## src/rtl/riscv_div_pkg.sv

```systemverilog
// riscv_div_pkg
// Shared definitions for the RV32M iterative divider and the decoder that
// feeds it.
//   div_op_e : operation encoding, identical to funct3[1:0] of DIV/DIVU/REM/REMU
//   state_e  : divider sequencing states
package riscv_div_pkg;

   typedef enum logic [1:0] {
      DIV_S = 2'b00,
      DIV_U = 2'b01,
      REM_S = 2'b10,
      REM_U = 2'b11
   } div_op_e;

   typedef enum logic [1:0] {
      IDLE = 2'b00,
      CALC = 2'b01,
      FIX  = 2'b10,
      DONE = 2'b11
   } state_e;

endpackage

```

## src/rtl/div_step.sv

```systemverilog
// div_step
// One combinational restoring-division iteration.
// Ports:
//   rem      : current partial remainder (WIDTH+1 bits)
//   quo      : current quotient/dividend shift register
//   divisor  : divisor magnitude
//   rem_next : partial remainder after this iteration
//   quo_next : quotient register after this iteration (new bit in LSB)
module div_step #(
   parameter int WIDTH = 32
) (
   input  logic [WIDTH:0]   rem,
   input  logic [WIDTH-1:0] quo,
   input  logic [WIDTH-1:0] divisor,
   output logic [WIDTH:0]   rem_next,
   output logic [WIDTH-1:0] quo_next
);

   logic [WIDTH+1:0] rem_shift;
   logic [WIDTH+1:0] trial;

   // Shift {rem, quo} left by one; one extra guard bit keeps the sign of
   // the trial subtraction exact.
   assign rem_shift = {rem, quo[WIDTH-1]};
   assign trial     = rem_shift - {2'b00, divisor};

   // Keep the subtraction only when it did not go negative.
   always_comb begin
      rem_next = rem_shift[WIDTH:0];
      quo_next = {quo[WIDTH-2:0], 1'b0};
      if (!trial[WIDTH+1]) begin
         rem_next    = trial[WIDTH:0];
         quo_next[0] = 1'b1;
      end
   end

endmodule

```

## src/rtl/iter_divider.sv

```systemverilog
// iter_divider
// Multi-cycle restoring divider for RV32M DIV/DIVU/REM/REMU, one quotient bit
// per clock.
// Ports:
//   clk, rst_n    : clock, synchronous active-low reset
//   start_valid   : request valid; start_ready high only when idle
//   op            : 00 DIV, 01 DIVU, 10 REM, 11 REMU
//   dividend      : rs1, latched on accept
//   divisor       : rs2, latched on accept
//   result_valid  : result held; result_ready completes the handshake
//   result        : quotient or remainder (registered)
//   busy          : high whenever not idle
module iter_divider
   import riscv_div_pkg::*;
#(
   parameter int WIDTH = 32
) (
   input  logic             clk,
   input  logic             rst_n,
   input  logic             start_valid,
   output logic             start_ready,
   input  logic [1:0]       op,
   input  logic [WIDTH-1:0] dividend,
   input  logic [WIDTH-1:0] divisor,
   output logic             result_valid,
   input  logic             result_ready,
   output logic [WIDTH-1:0] result,
   output logic             busy
);

   localparam int CNT_W = $clog2(WIDTH + 1);
   localparam logic [CNT_W-1:0] LAST_CNT = CNT_W'(WIDTH - 1);
   localparam logic [WIDTH-1:0] MIN_NEG  = {1'b1, {(WIDTH-1){1'b0}}};

   state_e           state;
   logic [CNT_W-1:0] cnt;
   logic [WIDTH:0]   rem;
   logic [WIDTH-1:0] quo;
   logic [WIDTH-1:0] dvsr;
   logic             neg_q;
   logic             neg_r;
   logic             want_rem;

   div_op_e          op_e;
   logic             is_signed;
   logic             op_rem;
   logic             div_zero;
   logic             overflow;
   logic [WIDTH-1:0] mag_a;
   logic [WIDTH-1:0] mag_b;
   logic [WIDTH:0]   rem_next;
   logic [WIDTH-1:0] quo_next;
   logic [WIDTH-1:0] q_fix;
   logic [WIDTH-1:0] r_fix;

   assign start_ready  = (state == IDLE);
   assign result_valid = (state == DONE);
   assign busy         = (state != IDLE);

   // Decode the request and detect the cases answered without iterating.
   assign op_e      = div_op_e'(op);
   assign is_signed = (op_e == DIV_S) || (op_e == REM_S);
   assign op_rem    = (op_e == REM_S) || (op_e == REM_U);
   assign div_zero  = (divisor == '0);
   assign overflow  = is_signed && (dividend == MIN_NEG) && (divisor == '1);

   // The iteration works on magnitudes; MIN_NEG maps onto itself, which is
   // still the correct unsigned magnitude.
   assign mag_a = (is_signed && dividend[WIDTH-1]) ? -dividend : dividend;
   assign mag_b = (is_signed && divisor[WIDTH-1])  ? -divisor  : divisor;

   // After WIDTH iterations the remainder fits in WIDTH bits.
   assign q_fix = neg_q ? -quo : quo;
   assign r_fix = neg_r ? -rem[WIDTH-1:0] : rem[WIDTH-1:0];

   div_step #(.WIDTH(WIDTH)) u_step (
      .rem      (rem),
      .quo      (quo),
      .divisor  (dvsr),
      .rem_next (rem_next),
      .quo_next (quo_next)
   );

   // Sequencer: IDLE accepts, CALC iterates WIDTH times, FIX applies signs,
   // DONE holds the result until the consumer takes it.
   always_ff @(posedge clk) begin
      if (!rst_n) begin
         state    <= IDLE;
         cnt      <= '0;
         rem      <= '0;
         quo      <= '0;
         dvsr     <= '0;
         neg_q    <= 1'b0;
         neg_r    <= 1'b0;
         want_rem <= 1'b0;
         result   <= '0;
      end else begin
         case (state)
            IDLE: begin
               if (start_valid) begin
                  cnt      <= '0;
                  rem      <= '0;
                  want_rem <= op_rem;
                  if (div_zero) begin
                     result <= op_rem ? dividend : '1;
                     state  <= DONE;
                  end else if (overflow) begin
                     result <= op_rem ? '0 : dividend;
                     state  <= DONE;
                  end else begin
                     quo   <= mag_a;
                     dvsr  <= mag_b;
                     neg_q <= is_signed && (dividend[WIDTH-1] ^ divisor[WIDTH-1]);
                     neg_r <= is_signed && dividend[WIDTH-1];
                     state <= CALC;
                  end
               end
            end
            CALC: begin
               rem <= rem_next;
               quo <= quo_next;
               cnt <= cnt + CNT_W'(1);
               if (cnt == LAST_CNT) begin
                  state <= FIX;
               end
            end
            FIX: begin
               result <= want_rem ? r_fix : q_fix;
               state  <= DONE;
            end
            DONE: begin
               if (result_ready) begin
                  state <= IDLE;
               end
            end
            default: state <= IDLE;
         endcase
      end
   end

endmodule
```

## config.mk

```make
export PLATFORM = sky130hd
export DESIGN_NAME = iter_divider
export DESIGN_NICKNAME = d
export VERILOG_FILES = /design/src/rtl/riscv_div_pkg.sv /design/src/rtl/div_step.sv /design/src/rtl/iter_divider.sv
export SDC_FILE = /design/constraint.sdc
export NUM_CORES = 1
export LEC_CHECK = 0
export CELL_PAD_IN_SITES_DETAIL_PLACEMENT = 1
export CELL_PAD_IN_SITES_GLOBAL_PLACEMENT = 2
export CORE_MARGIN = 1.5
export CORE_UTILIZATION = 37
export CTS_CLUSTER_DIAMETER = 80
export CTS_CLUSTER_SIZE = 10
export DETAILED_ROUTE_END_ITERATION = 10
export PLACE_DENSITY_LB_ADDON = 0.1
export SLEW_MARGIN = 20
export SYNTH_ARGS = -nofsm -noshare
export SYNTH_HDL_FRONTEND = slang
export SYNTH_SLANG_ARGS = --single-unit
```

## constraint.sdc

```tcl
create_clock -name clk -period 6.6 [get_ports clk]
set_input_delay 1.32 -clock clk [delete_from_list [all_inputs] [get_ports clk]]
set_output_delay 1.32 -clock clk [all_outputs]
set_load 0.1 [all_outputs]
```

==> summary by stage <==
Power and ir drop
VDD sags by at most 0.346 mV. The cell area power density is 341 nW/um^2. The overall power after layout is 0.00438 W. For this design the static power due to leakage is 4.59 nW.

Worst setup path
STA classifies the critical path startpoint as an input pin. The delay of the slowest cell on the worst path is 0.79 ns. STA puts the critical path data required time at 6.96 ns.

On the critical path, the stage with the largest delay is an instance of sky130_fd_sc_hd__a31o_2. Counting cells, the worst reg-to-reg path comes to 11. Along the worst path, the maximum fanout reaches 39. The critical path crosses 10 cells after its start point.

The critical path contains buffers and inverters numbering 2 combined. The worst setup path is captured at a flip-flop. Traced cell by cell, the critical path runs through clkdlybuf4s50_1 > inv_1 > ha_1 > or4b_1 > or3_1 > or4b_1 > o32ai_2 > a31o_2 > nand2_4 > o31ai_1.

The family with the most delay on the worst path is simple AND/OR/NAND/NOR gates. Among the stages of the critical path, the cell type that occurs most often is sky130_fd_sc_hd__or4b_1. Data arrives at the worst endpoint at 5.51 ns. The kind of critical path is in -> reg.

Timing
The count of final max-slew check failures is 0. Setup repair after global routing left no endpoint under its margin. The worst pin sits at a relative slew slack of 32.6%. Setup violations remaining at the end of the flow were counted as 0. After routing, the total negative slack on setup checks comes to 0 ns. The time the final worst path needs with I/O delays and setup is 5.15 ns.

The portion of the clock cycle consumed by the worst path in the final layout is 78.1%. The worst-case setup margin in the final layout is 1.45 ns. The final-report hold violation count came to 0. For the pin with the worst max-slew slack, the measured transition is 1.01 ns. The achievable clock frequency is 194 MHz. The post-route clock skew is 0.0124 ns.

Cells and area
The final layout net count is 1638. The share of cells above drive strength 1 is 5.01%. The register area is 2810 um^2.

The number of antenna diodes in the final layout is 0. The number of inserted filler cells in the final layout is 3530. Compared with the post-synthesis result, the final layout area differs by 17.2%. The multi-input combinational cells in the finished layout cover a total of 7570 um^2.

CTS
The post-CTS setup buffer count is 0. The number of resized instances in the post-cts repair step is 0. TritonCTS built the clock tree. The number of buffers inserted by hold repair at cts is 0. Clock tree synthesis found a total of 140 sinks. Clock latency on the worst-skew pair, taken at its later pin, is 0.44 ns.

Clock tree synthesis selected as its root buffer the cell sky130_fd_sc_hd__clkbuf_16. The number of levels in the clock H-tree is 4. The clock tree buffer depth is 2.

After clock tree synthesis, the clock-pin slew on the worst setup and hold paths is 0.06 ns. The clock buffer count from CTS is 17.

Synthesis
Of all flip-flops after synthesis, the portion carrying an async set or reset was 0%. The area of the mapped netlist is 11000 um^2. Counting flops with a built-in enable in the synthesized netlist gives 0. Sequential cells were found to cover 25.6% of the synthesized design area. The synthesized design contains 140 register bits. The number of library cell types mapped by synthesis is 76. For this run, the leading register cell type out of synthesis is sky130_fd_sc_hd__dfxtp_1. During synthesis, Yosys emitted a total of 0 warnings.

When the netlist entered floorplanning its net count stood at 1584. The gate count of the mapped netlist is 1471. The average cell area after synthesis is 7.45 um^2.

Route
The routed wire length is 40.0 mm. The routed layout has 11000 vias. Once detail routing completed, the nets flagged for antenna violations numbered 0. The detailed router finished its first iteration with 679 violations. The first detailed-routing pass took 5 iterations. After detailed routing, the number of remaining DRC violations is 0. The mean number of vias per cell is 5.74. In the final routed layout, each cell accounts on average for 20.8 um.

Placement
The pre-CTS worst setup slack is 0.963 ns. Port buffering added 104 buffers. The total half-perimeter wirelength after legalization and detailed placement is 30.0 mm.

The congestion estimate from routability-driven global placement came to 0.860.

Global routing
The total overflow left after global routing is 0. The first global-routing pass estimated 62.7 mm of wire. For this run, the total global-route usage over all layers was measured as 26.3%. The via count of the first global-routing pass is 10700. The maximum number of pins on one net before global-route repair is 65.

The initial antenna violation count is 0.

Job
The max-capacitance violation count is 0.

Floorplanning
The x dimension of the die is 175 um. The core region is 28900 um^2. The die is 175 um tall.

The die area is 30700 um^2. For this configuration, the core starts out at a cell density of 37.9%. During I/O placement, the number of pins put on the boundary was 105. The initialized floorplan defines 62 standard-cell rows.

Min path
The min-delay analysis places its worst path in the category reg -> reg. The worst hold path was traced through 2 stages.

Status
The run finished with clean final reports.
stage by stage:
stage	area (um^2)	utilization, %	hold WS [ns]	instances
floorplan	11000	-	0.460	1471
global route	12800	44.4	0.525	1922
global placement	12200	42.3	0.485	1890
finish	12800	44.4	0.500	1922
CTS	12800	44.4	0.500	1922
detailed placement	12200	42.3	0.489	1890
layout make-up:
cell class              instances  area share, %
clock buffers                  19           3.37
clock inverters                13           1.31
inverters                      63           1.84
multi-input cells            1183           58.9
flip-flops and latches        140           21.8
well taps                     384           3.74
repair buffers                120           9.00
where the power goes:
group          switching [W]  leakage [nW]  internal [W]
logic                0.00143          3.16      0.000720
registers           0.000202          1.14       0.00100
clock network       0.000426         0.287      0.000597
total                0.00206          4.59       0.00232
placed cells by master, fill, tap and decap left out, types with 6 or more instances in the layout:
| cell | count |
|---|---|
| sky130_fd_sc_hd__nand2_1 | 179 |
| sky130_fd_sc_hd__o21ai_0 | 160 |
| sky130_fd_sc_hd__dfxtp_1 | 138 |
| sky130_fd_sc_hd__nor2_1 | 116 |
| sky130_fd_sc_hd__clkdlybuf4s50_1 | 103 |
| sky130_fd_sc_hd__a21oi_1 | 85 |
| sky130_fd_sc_hd__xnor2_1 | 82 |
| sky130_fd_sc_hd__xor2_1 | 71 |
| sky130_fd_sc_hd__inv_1 | 60 |
| sky130_fd_sc_hd__a211oi_1 | 43 |
| sky130_fd_sc_hd__ha_1 | 41 |
| sky130_fd_sc_hd__o31ai_1 | 39 |
| sky130_fd_sc_hd__nand3_1 | 37 |
| sky130_fd_sc_hd__mux2i_1 | 26 |
| sky130_fd_sc_hd__nand2b_1 | 19 |
| sky130_fd_sc_hd__nor3_1 | 19 |
| sky130_fd_sc_hd__nand4_1 | 19 |
| sky130_fd_sc_hd__maj3_1 | 19 |
| sky130_fd_sc_hd__clkbuf_16 | 17 |
| sky130_fd_sc_hd__a21boi_0 | 16 |
| sky130_fd_sc_hd__buf_4 | 16 |
| sky130_fd_sc_hd__o41ai_1 | 15 |
| sky130_fd_sc_hd__o211ai_1 | 15 |
| sky130_fd_sc_hd__or4_1 | 14 |
| sky130_fd_sc_hd__nor4_1 | 12 |
| sky130_fd_sc_hd__or3_1 | 11 |
| sky130_fd_sc_hd__a32oi_1 | 11 |
| sky130_fd_sc_hd__nor2b_1 | 10 |
| sky130_fd_sc_hd__a21o_1 | 10 |
| sky130_fd_sc_hd__and2_1 | 9 |
| sky130_fd_sc_hd__a21boi_1 | 8 |
| sky130_fd_sc_hd__nor3b_1 | 6 |
| sky130_fd_sc_hd__a31oi_1 | 6 |
final timing paths:
path	end	slack (ns)	start
worst max-delay path	result[27]$_SDFFE_PN0P_	1.45	divisor[0]
worst min-delay path	quo[9]$_SDFFE_PN0P_	0.50	quo[9]$_SDFFE_PN0P_
worst max register to register	rem[3]$_SDFFE_PN0P_	2.61	rem[19]$_SDFFE_PN0P_
worst min register to register	quo[9]$_SDFFE_PN0P_	0.50	quo[9]$_SDFFE_PN0P_
sequential cells by signal (all words and copies together), names as in the netlist:
signal and count:
cnt 6, dvsr 32, neg_q 1, neg_r 1, quo 32, rem 33
result 32, state 2, want_rem 1
synth_stat cells (5+ instances only):
cell / number / area, um^2
sky130_fd_sc_hd__xnor2_1: 82 / 718
sky130_fd_sc_hd__nor2_1: 118 / 443
sky130_fd_sc_hd__nor3_1: 20 / 100
sky130_fd_sc_hd__clkbuf_1: 67 / 251
sky130_fd_sc_hd__nor2b_1: 11 / 68.8
sky130_fd_sc_hd__nor3b_1: 6 / 45.0
sky130_fd_sc_hd__xor2_1: 71 / 622
sky130_fd_sc_hd__a31oi_1: 7 / 43.8
sky130_fd_sc_hd__buf_1: 6 / 22.5
sky130_fd_sc_hd__mux2i_1: 26 / 260
sky130_fd_sc_hd__nand2_1: 179 / 672
sky130_fd_sc_hd__dfxtp_1: 140 / 2800
sky130_fd_sc_hd__and2_1: 9 / 56.3
sky130_fd_sc_hd__nand3_1: 37 / 185
sky130_fd_sc_hd__o41ai_1: 15 / 131
sky130_fd_sc_hd__nand2b_1: 19 / 119
sky130_fd_sc_hd__and3_1: 5 / 31.3
sky130_fd_sc_hd__o22ai_1: 5 / 31.3
sky130_fd_sc_hd__maj3_1: 19 / 190
sky130_fd_sc_hd__o211ai_1: 15 / 113
sky130_fd_sc_hd__o21bai_1: 5 / 37.5
sky130_fd_sc_hd__a21boi_0: 16 / 120
sky130_fd_sc_hd__a21o_1: 10 / 75.1
sky130_fd_sc_hd__nand4_1: 19 / 119
sky130_fd_sc_hd__or4_1: 14 / 105
sky130_fd_sc_hd__nor4_1: 13 / 81.3
sky130_fd_sc_hd__a21boi_1: 8 / 60.1
sky130_fd_sc_hd__o21ai_0: 160 / 801
sky130_fd_sc_hd__o31ai_1: 39 / 293
sky130_fd_sc_hd__a21oi_1: 85 / 425
sky130_fd_sc_hd__a32oi_1: 11 / 96.3
sky130_fd_sc_hd__inv_1: 60 / 225
sky130_fd_sc_hd__or3_1: 11 / 68.8
sky130_fd_sc_hd__a211oi_1: 43 / 323
sky130_fd_sc_hd__ha_1: 42 / 526
tightest hold or removal path, cell delays in order (launching register included):
cell                       delay, ns
sky130_fd_sc_hd__dfxtp_1        0.34
sky130_fd_sc_hd__nand2_1        0.06
sky130_fd_sc_hd__a21boi_1       0.05
per-layer routing:
layer	track usage (%)	wire (um)	vias up	share of wire (%)
li1	-	-	5389	-
met1	37.4	19700	5319	49
met2	41.0	17800	268	44
met3	3.87	1790	47	4.5
met4	7.26	737	0	1.8
met5	0	0	-	0
logic make-up (layout without fill, tap and decap cells):
logic type                 after synthesis  after routing  synth area share [%]
and+or+nand+nor                        483            483                  20.9
AOI/OAI and AO/OA                      459            459                  26.5
xor gates and xnor gates               153            153                  12.2
buffers and inverters                  148            215                  5.71
DFF                                    140            140                  25.6
adders and majority gates               62             62                  6.71
muxes                                   26             26                  2.37
No activity file was read; power rests on OpenSTA's default activity.
